File: src/rtl/alu_pkg.sv
`default_nettype none
// ============================================================================
// Module : alu_pkg
// Brief  : Widths, opcodes and instruction record shared by the ALU issue stage
// Rev    : 1.0
// ============================================================================
package alu_pkg;

    localparam int DATA_W   = 8;
    localparam int REG_AW   = 2;
    localparam int NUM_REGS = 1 << REG_AW;

    localparam logic [2:0] OP_ADD  = 3'b000;
    localparam logic [2:0] OP_SUB  = 3'b001;
    localparam logic [2:0] OP_AND  = 3'b010;
    localparam logic [2:0] OP_OR   = 3'b011;
    localparam logic [2:0] OP_XOR  = 3'b100;
    localparam logic [2:0] OP_ADD2 = 3'b101;
    localparam logic [2:0] OP_XOR2 = 3'b110;
    localparam logic [2:0] OP_SHR  = 3'b111;

    typedef struct packed {
        logic [2:0]        op;
        logic [REG_AW-1:0] rd;
        logic [REG_AW-1:0] rs1;
        logic [REG_AW-1:0] rs2;
    } instr_t;

    function automatic logic addr_hit(input logic en,
                                      input logic [REG_AW-1:0] a,
                                      input logic [REG_AW-1:0] b);
        return en && (a == b);
    endfunction

endpackage
`default_nettype wire

File: src/rtl/alu_issue_ctrl_if.sv
`default_nettype none
// ============================================================================
// Module : alu_issue_ctrl_if
// Brief  : Instruction, host-write, ALU and writeback signals of the issue stage
// Rev    : 1.0
// ============================================================================
interface alu_issue_ctrl_if;
    import alu_pkg::*;

    logic              instr_valid;
    logic              instr_ready;
    logic [2:0]        instr_op;
    logic [REG_AW-1:0] instr_rd;
    logic [REG_AW-1:0] instr_rs1;
    logic [REG_AW-1:0] instr_rs2;
    logic              host_we;
    logic [REG_AW-1:0] host_addr;
    logic [DATA_W-1:0] host_data;
    logic [DATA_W-1:0] alu_a;
    logic [DATA_W-1:0] alu_b;
    logic [2:0]        alu_ctrl;
    logic [DATA_W-1:0] alu_result;
    logic              alu_zero;
    logic              wb_valid;
    logic              wb_ready;
    logic [REG_AW-1:0] wb_rd;
    logic [DATA_W-1:0] wb_data;
    logic              zero_flag;

    modport master (
        output instr_valid, instr_op, instr_rd, instr_rs1, instr_rs2,
               host_we, host_addr, host_data, alu_result, alu_zero, wb_ready,
        input  instr_ready, alu_a, alu_b, alu_ctrl, wb_valid, wb_rd, wb_data,
               zero_flag
    );

    modport slave (
        input  instr_valid, instr_op, instr_rd, instr_rs1, instr_rs2,
               host_we, host_addr, host_data, alu_result, alu_zero, wb_ready,
        output instr_ready, alu_a, alu_b, alu_ctrl, wb_valid, wb_rd, wb_data,
               zero_flag
    );

endinterface
`default_nettype wire

File: src/rtl/alu_regfile.sv
`default_nettype none
// ============================================================================
// Module : alu_regfile
// Brief  : 4-entry register file, two async read ports, EX and host write ports
// Rev    : 1.0
// ============================================================================
module alu_regfile
    import alu_pkg::*;
(
    input  logic              clk,
    input  logic              rst_n,
    input  logic [REG_AW-1:0] rd_addr_a,
    input  logic [REG_AW-1:0] rd_addr_b,
    output logic [DATA_W-1:0] rd_data_a,
    output logic [DATA_W-1:0] rd_data_b,
    input  logic              ex_we,
    input  logic [REG_AW-1:0] ex_addr,
    input  logic [DATA_W-1:0] ex_data,
    input  logic              host_we,
    input  logic [REG_AW-1:0] host_addr,
    input  logic [DATA_W-1:0] host_data
);

    logic [DATA_W-1:0] mem [NUM_REGS];

    generate
        for (genvar i = 0; i < NUM_REGS; i++) begin : g_reg
            // The retiring instruction outranks a simultaneous host write.
            always_ff @(posedge clk or negedge rst_n) begin
                if (!rst_n) begin
                    mem[i] <= '0;
                end else if (ex_we && ex_addr == REG_AW'(i)) begin
                    mem[i] <= ex_data;
                end else if (host_we && host_addr == REG_AW'(i)) begin
                    mem[i] <= host_data;
                end
            end
        end
    endgenerate

    assign rd_data_a = mem[rd_addr_a];
    assign rd_data_b = mem[rd_addr_b];

endmodule
`default_nettype wire

File: src/rtl/alu_issue_ctrl.sv
`default_nettype none
// ============================================================================
// Module : alu_issue_ctrl
// Brief  : Issue/EX/WB control in front of an 8-bit combinational ALU
// Rev    : 1.0
// ============================================================================
module alu_issue_ctrl
    import alu_pkg::*;
(
    input  logic          clk,
    input  logic          rst_n,
    alu_issue_ctrl_if.slave bus
);

    instr_t            instr;
    logic              ex_valid;
    logic [REG_AW-1:0] ex_rd;
    logic [DATA_W-1:0] ex_a;
    logic [DATA_W-1:0] ex_b;
    logic [2:0]        ex_op;
    logic              wb_valid_q;
    logic [REG_AW-1:0] wb_rd_q;
    logic [DATA_W-1:0] wb_data_q;
    logic              zero_q;
    logic              wb_free;
    logic              ex_adv;
    logic              ready;
    logic              accept;
    logic [DATA_W-1:0] rf_a;
    logic [DATA_W-1:0] rf_b;
    logic [DATA_W-1:0] opnd_a;
    logic [DATA_W-1:0] opnd_b;

    assign instr = '{op: bus.instr_op, rd: bus.instr_rd,
                     rs1: bus.instr_rs1, rs2: bus.instr_rs2};

    assign wb_free = !wb_valid_q || bus.wb_ready;
    assign ex_adv  = ex_valid && wb_free;
    assign ready   = !ex_valid || ex_adv;
    assign accept  = bus.instr_valid && ready;

    alu_regfile u_regfile (
        .clk       (clk),
        .rst_n     (rst_n),
        .rd_addr_a (instr.rs1),
        .rd_addr_b (instr.rs2),
        .rd_data_a (rf_a),
        .rd_data_b (rf_b),
        .ex_we     (ex_adv),
        .ex_addr   (ex_rd),
        .ex_data   (bus.alu_result),
        .host_we   (bus.host_we),
        .host_addr (bus.host_addr),
        .host_data (bus.host_data)
    );

    // Bypass: retiring result first, then same-edge host write, then regfile.
    always_comb begin
        opnd_a = rf_a;
        opnd_b = rf_b;
        if (addr_hit(bus.host_we, bus.host_addr, instr.rs1)) opnd_a = bus.host_data;
        if (addr_hit(bus.host_we, bus.host_addr, instr.rs2)) opnd_b = bus.host_data;
        if (addr_hit(ex_adv, ex_rd, instr.rs1))              opnd_a = bus.alu_result;
        if (addr_hit(ex_adv, ex_rd, instr.rs2))              opnd_b = bus.alu_result;
    end

    always_ff @(posedge clk or negedge rst_n) begin
        if (!rst_n) begin
            ex_valid <= 1'b0;
            ex_rd    <= '0;
            ex_a     <= '0;
            ex_b     <= '0;
            ex_op    <= 3'b000;
        end else if (accept) begin
            ex_valid <= 1'b1;
            ex_rd    <= instr.rd;
            ex_a     <= opnd_a;
            ex_b     <= opnd_b;
            ex_op    <= instr.op;
        end else if (ex_adv) begin
            ex_valid <= 1'b0;
        end
    end

    always_ff @(posedge clk or negedge rst_n) begin
        if (!rst_n) begin
            wb_valid_q <= 1'b0;
            wb_rd_q    <= '0;
            wb_data_q  <= '0;
            zero_q     <= 1'b0;
        end else if (ex_adv) begin
            wb_valid_q <= 1'b1;
            wb_rd_q    <= ex_rd;
            wb_data_q  <= bus.alu_result;
            zero_q     <= bus.alu_zero;
        end else if (bus.wb_ready) begin
            wb_valid_q <= 1'b0;
        end
    end

    assign bus.instr_ready = ready;
    assign bus.alu_a       = ex_a;
    assign bus.alu_b       = ex_b;
    assign bus.alu_ctrl    = ex_op;
    assign bus.wb_valid    = wb_valid_q;
    assign bus.wb_rd       = wb_rd_q;
    assign bus.wb_data     = wb_data_q;
    assign bus.zero_flag   = zero_q;

endmodule
`default_nettype wire

File: src/flat_wrapper.sv
// flat-port wrapper written by rule: the top's interface ports become plain ports
module alu_issue_ctrl_flat import alu_pkg::*;
  (clk, rst_n, bus_instr_valid, bus_instr_op, bus_instr_rd, bus_instr_rs1, bus_instr_rs2, bus_host_we, bus_host_addr, bus_host_data, bus_alu_result, bus_alu_zero, bus_wb_ready, bus_instr_ready, bus_alu_a, bus_alu_b, bus_alu_ctrl, bus_wb_valid, bus_wb_rd, bus_wb_data, bus_zero_flag);
  alu_issue_ctrl_if bus_i ();
  input  logic clk;
  input  logic rst_n;
  input wire logic [$bits(bus_i.instr_valid)-1:0] bus_instr_valid;
  input wire logic [$bits(bus_i.instr_op)-1:0] bus_instr_op;
  input wire logic [$bits(bus_i.instr_rd)-1:0] bus_instr_rd;
  input wire logic [$bits(bus_i.instr_rs1)-1:0] bus_instr_rs1;
  input wire logic [$bits(bus_i.instr_rs2)-1:0] bus_instr_rs2;
  input wire logic [$bits(bus_i.host_we)-1:0] bus_host_we;
  input wire logic [$bits(bus_i.host_addr)-1:0] bus_host_addr;
  input wire logic [$bits(bus_i.host_data)-1:0] bus_host_data;
  input wire logic [$bits(bus_i.alu_result)-1:0] bus_alu_result;
  input wire logic [$bits(bus_i.alu_zero)-1:0] bus_alu_zero;
  input wire logic [$bits(bus_i.wb_ready)-1:0] bus_wb_ready;
  output wire logic [$bits(bus_i.instr_ready)-1:0] bus_instr_ready;
  output wire logic [$bits(bus_i.alu_a)-1:0] bus_alu_a;
  output wire logic [$bits(bus_i.alu_b)-1:0] bus_alu_b;
  output wire logic [$bits(bus_i.alu_ctrl)-1:0] bus_alu_ctrl;
  output wire logic [$bits(bus_i.wb_valid)-1:0] bus_wb_valid;
  output wire logic [$bits(bus_i.wb_rd)-1:0] bus_wb_rd;
  output wire logic [$bits(bus_i.wb_data)-1:0] bus_wb_data;
  output wire logic [$bits(bus_i.zero_flag)-1:0] bus_zero_flag;
  assign bus_i.instr_valid = bus_instr_valid;
  assign bus_i.instr_op = bus_instr_op;
  assign bus_i.instr_rd = bus_instr_rd;
  assign bus_i.instr_rs1 = bus_instr_rs1;
  assign bus_i.instr_rs2 = bus_instr_rs2;
  assign bus_i.host_we = bus_host_we;
  assign bus_i.host_addr = bus_host_addr;
  assign bus_i.host_data = bus_host_data;
  assign bus_i.alu_result = bus_alu_result;
  assign bus_i.alu_zero = bus_alu_zero;
  assign bus_i.wb_ready = bus_wb_ready;
  assign bus_instr_ready = bus_i.instr_ready;
  assign bus_alu_a = bus_i.alu_a;
  assign bus_alu_b = bus_i.alu_b;
  assign bus_alu_ctrl = bus_i.alu_ctrl;
  assign bus_wb_valid = bus_i.wb_valid;
  assign bus_wb_rd = bus_i.wb_rd;
  assign bus_wb_data = bus_i.wb_data;
  assign bus_zero_flag = bus_i.zero_flag;
  alu_issue_ctrl u_core (.clk(clk), .rst_n(rst_n), .bus(bus_i));
endmodule
File: config.mk
export PLATFORM = sky130hd
export DESIGN_NAME = alu_issue_ctrl_flat
export DESIGN_NICKNAME = d
export VERILOG_FILES = /design/src/rtl/alu_pkg.sv /design/src/rtl/alu_issue_ctrl_if.sv /design/src/rtl/alu_regfile.sv /design/src/rtl/alu_issue_ctrl.sv /design/src/flat_wrapper.sv
export SDC_FILE = /design/constraint.sdc
export NUM_CORES = 1
export LEC_CHECK = 0
export ABC_CLOCK_PERIOD_IN_PS = 1800
export CORE_MARGIN = 4
export CORE_UTILIZATION = 35
export DETAILED_ROUTE_END_ITERATION = 10
export HOLD_SLACK_MARGIN = 0.06
export PLACE_DENSITY = 0.62
export SLEW_MARGIN = 40
export SYNTH_ARGS = -nofsm -noshare
export SYNTH_HDL_FRONTEND = slang
export SYNTH_SLANG_ARGS = --single-unit
File: constraint.sdc
create_clock -name clk -period 1.8 [get_ports clk]
set_input_delay 0.18 -clock clk [delete_from_list [all_inputs] [get_ports clk]]
set_output_delay 0.18 -clock clk [all_outputs]
set_load 0.02 [all_outputs]
After elaboration in Yosys (flattened, before gate mapping) --
Cells that the tools add are included. Widths: inputs -> output; s select.
Storage, ports and cells: flip-flop bits (word level) 66, input bits 33, output and inout port bits 32, logic and storage cells 75
Cells by class: $lt $le $gt $ge 2, equal/unequal tests 10, multiplexer cells 22, bitwise gates (word level) 2, reduce and logical (&&, ||, !) cells 26
Operators by type and width (number):
- $mux 8 | 16
- $bmux 8 s2 | 2
- $logic_and 1x1->1 | 14
- $reduce_bool 2->1 | 6
- $eq 2x2->1 | 4
- $eq 2x2->1 const B | 4
- $ge 3x3->1 const B | 2
- $not 2->3 | 2
- $eq 2x1->1 const B | 2
- $logic_not 2->1 | 2
- $mux 1 | 4
- $logic_not 1->1 | 2
- $logic_or 1x1->1 | 2

Depth between registers and ports, before layout --
Gate-level depths: netlist of the first run.
depth after elaboration 6, mapped depth 6, gate-level depth less buffers 4

By module --
A second synthesis of the first run with hierarchy kept.
Unflattened totals: cells, all modules 347, area, all modules 3573.4 um^2
Modules (own cells, without submodules):
- alu_regfile | instances 1, cells an instance 204, area an instance 1966.9 um^2, sequential area each 800.8 um^2
- alu_issue_ctrl | instances 1, cells an instance 143, area an instance 1606.5 um^2, sequential area each 850.8 um^2

Worst setup path before layout of the first run --
No wires, ideal clock.
kind reg2reg, from register u_core.wb_valid_q (netlist: u_core.bus.wb_valid), to register u_core.ex_op[0] (netlist: u_core.bus.alu_ctrl[0]), setup time 125 ps, data arrival time 1487 ps, required time 1675 ps, path slack 189 ps, cell stages (with the launch flop) 5, buffers on the path 1, period minus slack after synthesis 1611 ps, cells stage by stage dfrtp_1 > nand3b_1 > nand2_1 > buf_2 > mux2_2
Between the ends: longest elaborated chain between the ends 5
RTL lines:
- from (decl) | RTL line alu_issue_ctrl.sv:21 | logic wb_valid_q;
- from (signal assigned) | RTL line alu_issue_ctrl.sv:87 | wb_valid_q <= 1'b0;
- from (signal assigned) | RTL line alu_issue_ctrl.sv:92 | wb_valid_q <= 1'b1;
- from (signal assigned) | RTL line alu_issue_ctrl.sv:97 | wb_valid_q <= 1'b0;
- $logic_not 1->1 | RTL line alu_issue_ctrl.sv:37 | assign wb_free = !wb_valid_q || bus.wb_ready;
- $logic_or 1x1->1 | RTL line alu_issue_ctrl.sv:37
- $logic_and 1x1->1 | RTL line alu_issue_ctrl.sv:38 | assign ex_adv = ex_valid && wb_free;
- $logic_or 1x1->1 | RTL line alu_issue_ctrl.sv:39 | assign ready = !ex_valid || ex_adv;
- via bus_instr_ready | RTL line flat_wrapper.sv:18 | output wire logic [$bits(bus_i.instr_ready)-1:0] bus_instr_ready;
- $logic_and 1x1->1 | RTL line alu_issue_ctrl.sv:40 | assign accept = bus.instr_valid && ready;
- to (signal assigned) | RTL line alu_issue_ctrl.sv:79 | ex_op <= instr.op;
- to (decl) | RTL line alu_issue_ctrl.sv:20 | logic [2:0] ex_op;
The timed path passes the listed nets, and every way through them passes these cells. A chain may end at the register's enable or synchronous reset.

Worst setup path in the final report of the first run --
from input bus_instr_rs2[0], to register u_core.ex_b[6] (netlist: u_core.bus.alu_b[6])
Between the ends: longest elaborated chain between the ends 6, elaborated cells on any way between the ends 10, classes of those cells eq/ne: 2; mux: 5; bitwise: 1; reduce/logical: 2
RTL lines:
- from (decl) | RTL line flat_wrapper.sv:11 | input wire logic [$bits(bus_i.instr_rs2)-1:0] bus_instr_rs2;
- $not 2->3 (not written as such) | RTL line alu_regfile.sv:42 | assign rd_data_b = mem[rd_addr_b];
- $bmux 8 s2 | RTL line alu_regfile.sv:42
- $mux 8 (not written as such) (2 in a row) | RTL line alu_regfile.sv:42
- $mux 8 | RTL line alu_issue_ctrl.sv:62 | if (addr_hit(bus.host_we, bus.host_addr, instr.rs2)) opnd_b = bus.host_data;
- $mux 8 (*) | RTL line alu_issue_ctrl.sv:64 | if (addr_hit(ex_adv, ex_rd, instr.rs2)) opnd_b = bus.alu_result;
- to (signal assigned) | RTL line alu_issue_ctrl.sv:78 | ex_b <= opnd_b;
- to (decl) | RTL line alu_issue_ctrl.sv:19 | logic [DATA_W-1:0] ex_b;
Mark *: on every way between the ends. The rest lies on a longest branch, timed or not. The select of a mux whose other input is x is not followed.

==> metrics, run 1 <==
status finished, final reports clean; Ports 65; critical path class primary input to flip-flop; CTS root buffer clkbuf_8; Global Route Usage Sum 15.93%; max-slew violation count 0; Ys Warns 0; Slew HR 72.75%; Hold/Removal Path Class primary input to async pin; Final HPWL DP 6664 µm; CTS Buf Count 9; syn_nets 328; Psw 0.001666 W; cell accounting for the most synthesized area dfrtp_1; initial antenna violation count 0; Die X 108.9 µm; Clock Latency Late Sink 0.35 ns; Clock power frac 22.8%; Die Y-Extent 108.9 µm; Least-Margin Pin Slew 0.4075 ns; fill count 890; CTS Sinks 66; CTS tree built; post-synthesis mux area share 29.20%; sequential power share 41.6%; switching share of power 31.15%; main combinational cell family by area after synthesis multiplexers; commonest non-fill, non-tap cell in the layout dfrtp_1; maximum clock frequency 0.5793 GHz; number of max-cap violations 0; crit end category flip-flop; most frequent cells in the layout dfrtp_1, clkdlybuf4s50_1, mux2_2, mux2i_1, buf_4; Final Hold Viols 0; Port Buffers 64; clock transition at the registers of the reported paths 0.08 ns; gpl congestion 0.8332; DRT Wirelength 8810 µm; CP max FO 10; Starting DRT DRC Count 143; H-tree depth 3; antenna viol nets, final 0; num rows 36; Hold-fix buffers, CTS 1; Combinational Power Share 35.6%; total leakage power 2.036 nW; largest net degree at the start of global routing 67; Synth Area in Simple Gates 10.39%; Core Util, Final 48.30%; dpl cells 504; final design area excluding fillers 0.004765 mm²; post-synthesis cell count 295; setup violation total in the final timing report 0; initial core utilization 36.14%; fraction of layout instances using a drive strength above 1 25.32%; Clock Path Buffers 2; Area growth syn-to-layout 33.66%; dominant cells by area after synthesis dfrtp_1, mux2_2, mux4_2; Pre-antenna DRT Iters 4; synthesized flop and latch total 66; Ant. Diodes 0; worst vdd ir 466.4 µV; DRC 0; Routed WL per cell 16.94 µm; via count 2,653; Die ar. 0.01186 mm²; Synth Area in Compound Gates 8.986%; Core Region 0.009864 mm²; Pwr Total 0.005348 W; first-pass GRT wire length 14,440 µm; WP data arrival 1.95 ns; Post-CTS Resized 0; vias in the first global route 2,767; drt via density 5.102; area of placed instances 0.004568 mm²; Final Skew 0.01484 ns; Internal Power 0.003682 W; Synth Area in XOR/XNOR 1.966%; RSZ-0062 raised after global routing false; share of the synthesized area in the top cell type 46.33%; post-synthesis cell type count 23; minimum clock period after layout 1.726 ns; sequential share of the synthesized area 46.33%; CP startpoint kind primary input; post-CTS setup buffer count 0; final period utilization 95.90%; critical path required time 2.02 ns; total gr overflow 0; Finished Layout Cells 520; nets 416; Synth Area in Adders 0%; Power Density 1122 mW/mm²; Netlist Area Pre-Place 0.003565 mm²; setup slack, reg-to-reg 0.20 ns; Mapped Avg Cell Area 12.08 µm²
[critical path, stage by stage]
cell	delay (ns)
clkdlybuf4s50_1	0.50
buf_12	0.15
mux4_2	0.51
mux2_2	0.29
a221o_1	0.32
[routing by layer]
layer | part of all wire, % | GRT usage [%] | vias to the layer above
li1 | - | - | 1268
met1 | 46 | 22.15 | 1304
met2 | 48 | 24.43 | 71
met3 | 5.1 | 3.138 | 10
met4 | 1.4 | 6.402 | 0
met5 | 0 | 0 | -
[cell type report]
cell class,count,area [µm²],share of cell area (%)
Multi-Input combinational cell,206,1802,37.82
Sequential cell,66,1652,34.66
Timing Repair Buffer,100,958.4,20.12
Tap cell,133,166.4,3.493
Clock buffer,13,148.9,3.125
Clock inverter,2,37.54,0.7878
[flip-flops by register name (all words and copies together), names as in the netlist]
signal,cells
u_core.bus.alu_a,8
u_core.ex_rd,2
u_core.bus.wb_rd,2
u_core.bus.wb_valid,1
u_core.ex_valid,1
u_core.bus.alu_ctrl,3
u_core.bus.wb_data,8
u_core.bus.alu_b,8
u_core.u_regfile.mem,32
u_core.bus.zero_flag,1
[power groups by stage]
stage          combinational, W  sequential (W)  clock [W]
4_1_cts                 0.00192         0.00221    0.00126
3_5_place_dp            0.00191         0.00224          0
5_1_grt                 0.00206         0.00228    0.00132
2_1_floorplan          0.000974         0.00235          0
3_3_place_gp            0.00188         0.00221          0
6_report                0.00190         0.00222    0.00122
[per-stage QoR]
stage	setup WS, ns	TNS, ns	hold slack, ns
floorplan	0.1885	0	-0.1156
global placement	-0.2697	-3.970	0.2241
detailed placement	-0.2799	-4.022	0.2226
CTS	0.08343	0	0.3771
global route	0.03409	0	0.3954
finish	0.07382	0	0.3758
[path summary, 6_finish.rpt]
check,from,end,cells past startpoint
hold / removal,rst_n,u_core.bus.alu_ctrl[1],3
setup / recovery,bus_instr_rs2[0],u_core.bus.alu_b[6],5
max in group asynchronous,rst_n,u_core.u_regfile.mem[18],3
min in group clk,bus_instr_valid,u_core.ex_valid,2
setup reg to reg,u_core.u_regfile.mem[6],u_core.bus.alu_b[6],3
hold reg to reg,u_core.bus.wb_rd[0],u_core.bus.wb_rd[0],1
[Yosys cell counts]
library cell   n
nand3_1        1
nor3b_1        1
a221o_1       16
and2_1        16
nand2b_1       3
nand4_1        3
nor2_1        26
xnor2_1        8
nand2_1       10
buf_2          8
dfrtp_1       66
nand4b_1       2
nand3_2        2
o21ai_0        8
mux2i_1       32
clkbuf_1      13
a21oi_1       24
buf_6          2
nor2b_1        2
nand3b_1       3
mux2_2        32
and4bb_1       1
mux4_2        16
[cell families after synthesis]
family | Yosys count
muxes | 80
and+or+nand+nor | 70
DFF | 66
AOI/OAI and AO/OA | 48
buffers and inverters | 23
xor gates and xnor gates | 8
No activity file was read; power rests on OpenSTA's default activity.
==> run 2, diff against run 1 <==
--- a/config.mk
+++ b/config.mk
@@ -6,6 +6,7 @@
 export NUM_CORES = 1
 export LEC_CHECK = 0
 export ABC_CLOCK_PERIOD_IN_PS = 1800
+export CAP_MARGIN = 20
 export CORE_MARGIN = 4
 export CORE_UTILIZATION = 35
 export DETAILED_ROUTE_END_ITERATION = 10
==> results of run 2 <==
The final DEF is identical to that of run 1; final timing and power are the same.
==> run 3, diff against run 2 <==
--- a/config.mk
+++ b/config.mk
@@ -7,7 +7,6 @@
 export LEC_CHECK = 0
 export ABC_CLOCK_PERIOD_IN_PS = 1800
 export CAP_MARGIN = 20
-export CORE_MARGIN = 4
 export CORE_UTILIZATION = 35
 export DETAILED_ROUTE_END_ITERATION = 10
 export HOLD_SLACK_MARGIN = 0.06
==> run 3 against run 2 <==
Net effect:
- global-route usage is 1.1 points higher
- cell area about the same
- setup slack improved by 0.0041 ns
- hold slack worse by 0.027 ns
- utilization is 0.26 points higher
- die area decreased by 11%
- count of clock-buffer cells in the layout decreased by 1
- non-clock buffer count decreased by 3
- sequential share of layout area about the same
- clock skew is 0.0068 ns lower
- fmax grew 0.24%
- critical endpoint is now u_core.bus.alu_a[7]
- largest cell class unchanged
==> metrics, run 3 (synthesized netlist as in run 1, its figures left out) <==
largest net degree at the start of global routing 31; Die ar. 0.01059 mm²; setup violation total in the final timing report 0; min setup slack post-route 0.07795 ns; Pre-antenna DRT Iters 4; most frequent cells in the layout dfrtp_1, clkdlybuf4s50_1, mux2_2, mux2i_1; Fin Hold WS 0.3486 ns; Ant. Diodes 0; Die X 102.9 µm; max reg flops 32; Final Skew 0.008065 ns; total gr overflow 0; Final Hold Viols 0; CP startpoint kind primary input; Area growth syn-to-layout 33.77%; max-slew violation count 0; Port Buffers 64; DRC 0; setup slack, reg-to-reg 0.19 ns; commonest non-fill, non-tap cell in the layout dfrtp_1; gpl congestion 0.7634; nets 413; worst setup path end u_core.bus.alu_a[7]; Slew HR 62.82%; largest reg by FF count u_core.u_regfile.mem; critical path required time 2.02 ns; total leakage power 2.041 nW; number of max-cap violations 0; antenna viol nets, final 0; Ports 65; Global Route Usage Sum 17.07%; maximum clock frequency 0.5807 GHz; Hold/Removal Path Class primary input to async pin; crit end category flip-flop; Routed WL per cell 16.12 µm; initial antenna violation count 0; CTS Sinks 66; WP data arrival 1.94 ns; clock transition at the registers of the reported paths 0.07 ns; post-place setup slack -0.2761 ns; Power Density 1117 mW/mm²; Core Region 0.009819 mm²; Finished Layout Cells 517; Die Y-Extent 102.9 µm; first-pass GRT wire length 13,460 µm; DRT Wirelength 8334 µm; area of placed instances 0.004571 mm²; initial core utilization 36.30%; status finished, final reports clean; Clock Latency Late Sink 0.34 ns; drt via density 4.915; reg2reg end u_core.bus.alu_a[7]; via count 2,541; FF-to-FF path depth 3; reg2reg start u_core.u_regfile.mem[7]; H-tree depth 3; CTS Buf Count 9; minimum clock period after layout 1.722 ns; critical path class primary input to flip-flop; final design area excluding fillers 0.004768 mm²; CP max FO 10; RSZ-0062 raised after global routing false; num rows 36; Least-Margin Pin Slew 0.5577 ns; setup_tns 0 ns; worst vdd ir 450.5 µV; Clock Path Buffers 2; CTS tree built; CP Launch Point bus_instr_rs1[0]; dpl cells 501; vias in the first global route 2,613; final period utilization 95.67%; CTS root buffer clkbuf_8; Starting DRT DRC Count 110; post-CTS setup buffer count 0; fraction of layout instances using a drive strength above 1 25.00%; Final HPWL DP 6485 µm
## run 3: layout make-up
cell class / instances / area, µm²
clock buffers: 12 / 145.1
clock inverters: 3 / 40.04
fillers: 932 / 5051
multi-input cells: 206 / 1802
flip-flops and latches: 66 / 1652
well taps: 133 / 166.4
repair buffers: 97 / 963.4
## run 3: repair_timing
item / 4_1_cts / 5_1_grt
hold buffers: 1 / 0
gates resized for setup: 0 / 1
endpoints found under the hold margin: 19 / 0
endpoints found under the setup margin: 0 / 1
## run 3: critical path: stages
cell	delay [ns]
clkdlybuf4s50_1	0.51
buf_12	0.16
mux4_2	0.51
mux2_2	0.27
a221o_1	0.31
## run 3: stage by stage
step	utilization, %	power (W)
CTS	48.53	0.005361
detailed placement	46.55	0.004140
global placement	46.55	0.004088
floorplan	-	0.003325
global route	48.56	0.005649
finish	48.56	0.005326
## run 3: power breakdown
group	total, W	internal [W]	switching [W]	leakage [nW]
logic	0.00190	0.00111	0.000792	1.17
registers	0.00221	0.00190	0.000309	0.772
clock network	0.00121	0.000667	0.000544	0.0962
## run 3: per-layer routing
| metal | vias up | track usage [%] | routed length (µm) |
|---|---|---|---|
| li1 | 1264 | - | - |
| met4 | 0 | 7.151 | 123 |
| met1 | 1200 | 23.94 | 3994 |
| met5 | - | 0 | 0 |
| met3 | 10 | 3.458 | 383 |
| met2 | 67 | 25.85 | 3832 |
## run 3: worst min-delay path by stage
stage                                   endpoint  slack [ns]
after global routing      u_core.bus.alu_ctrl[0]        0.39
after CTS                 u_core.bus.alu_ctrl[0]        0.36
after global placement    u_core.bus.alu_ctrl[0]        0.19
after detailed placement  u_core.bus.alu_ctrl[0]        0.20
after floorplan              u_core.bus.alu_a[0]       -0.12
final                     u_core.bus.alu_ctrl[1]        0.35
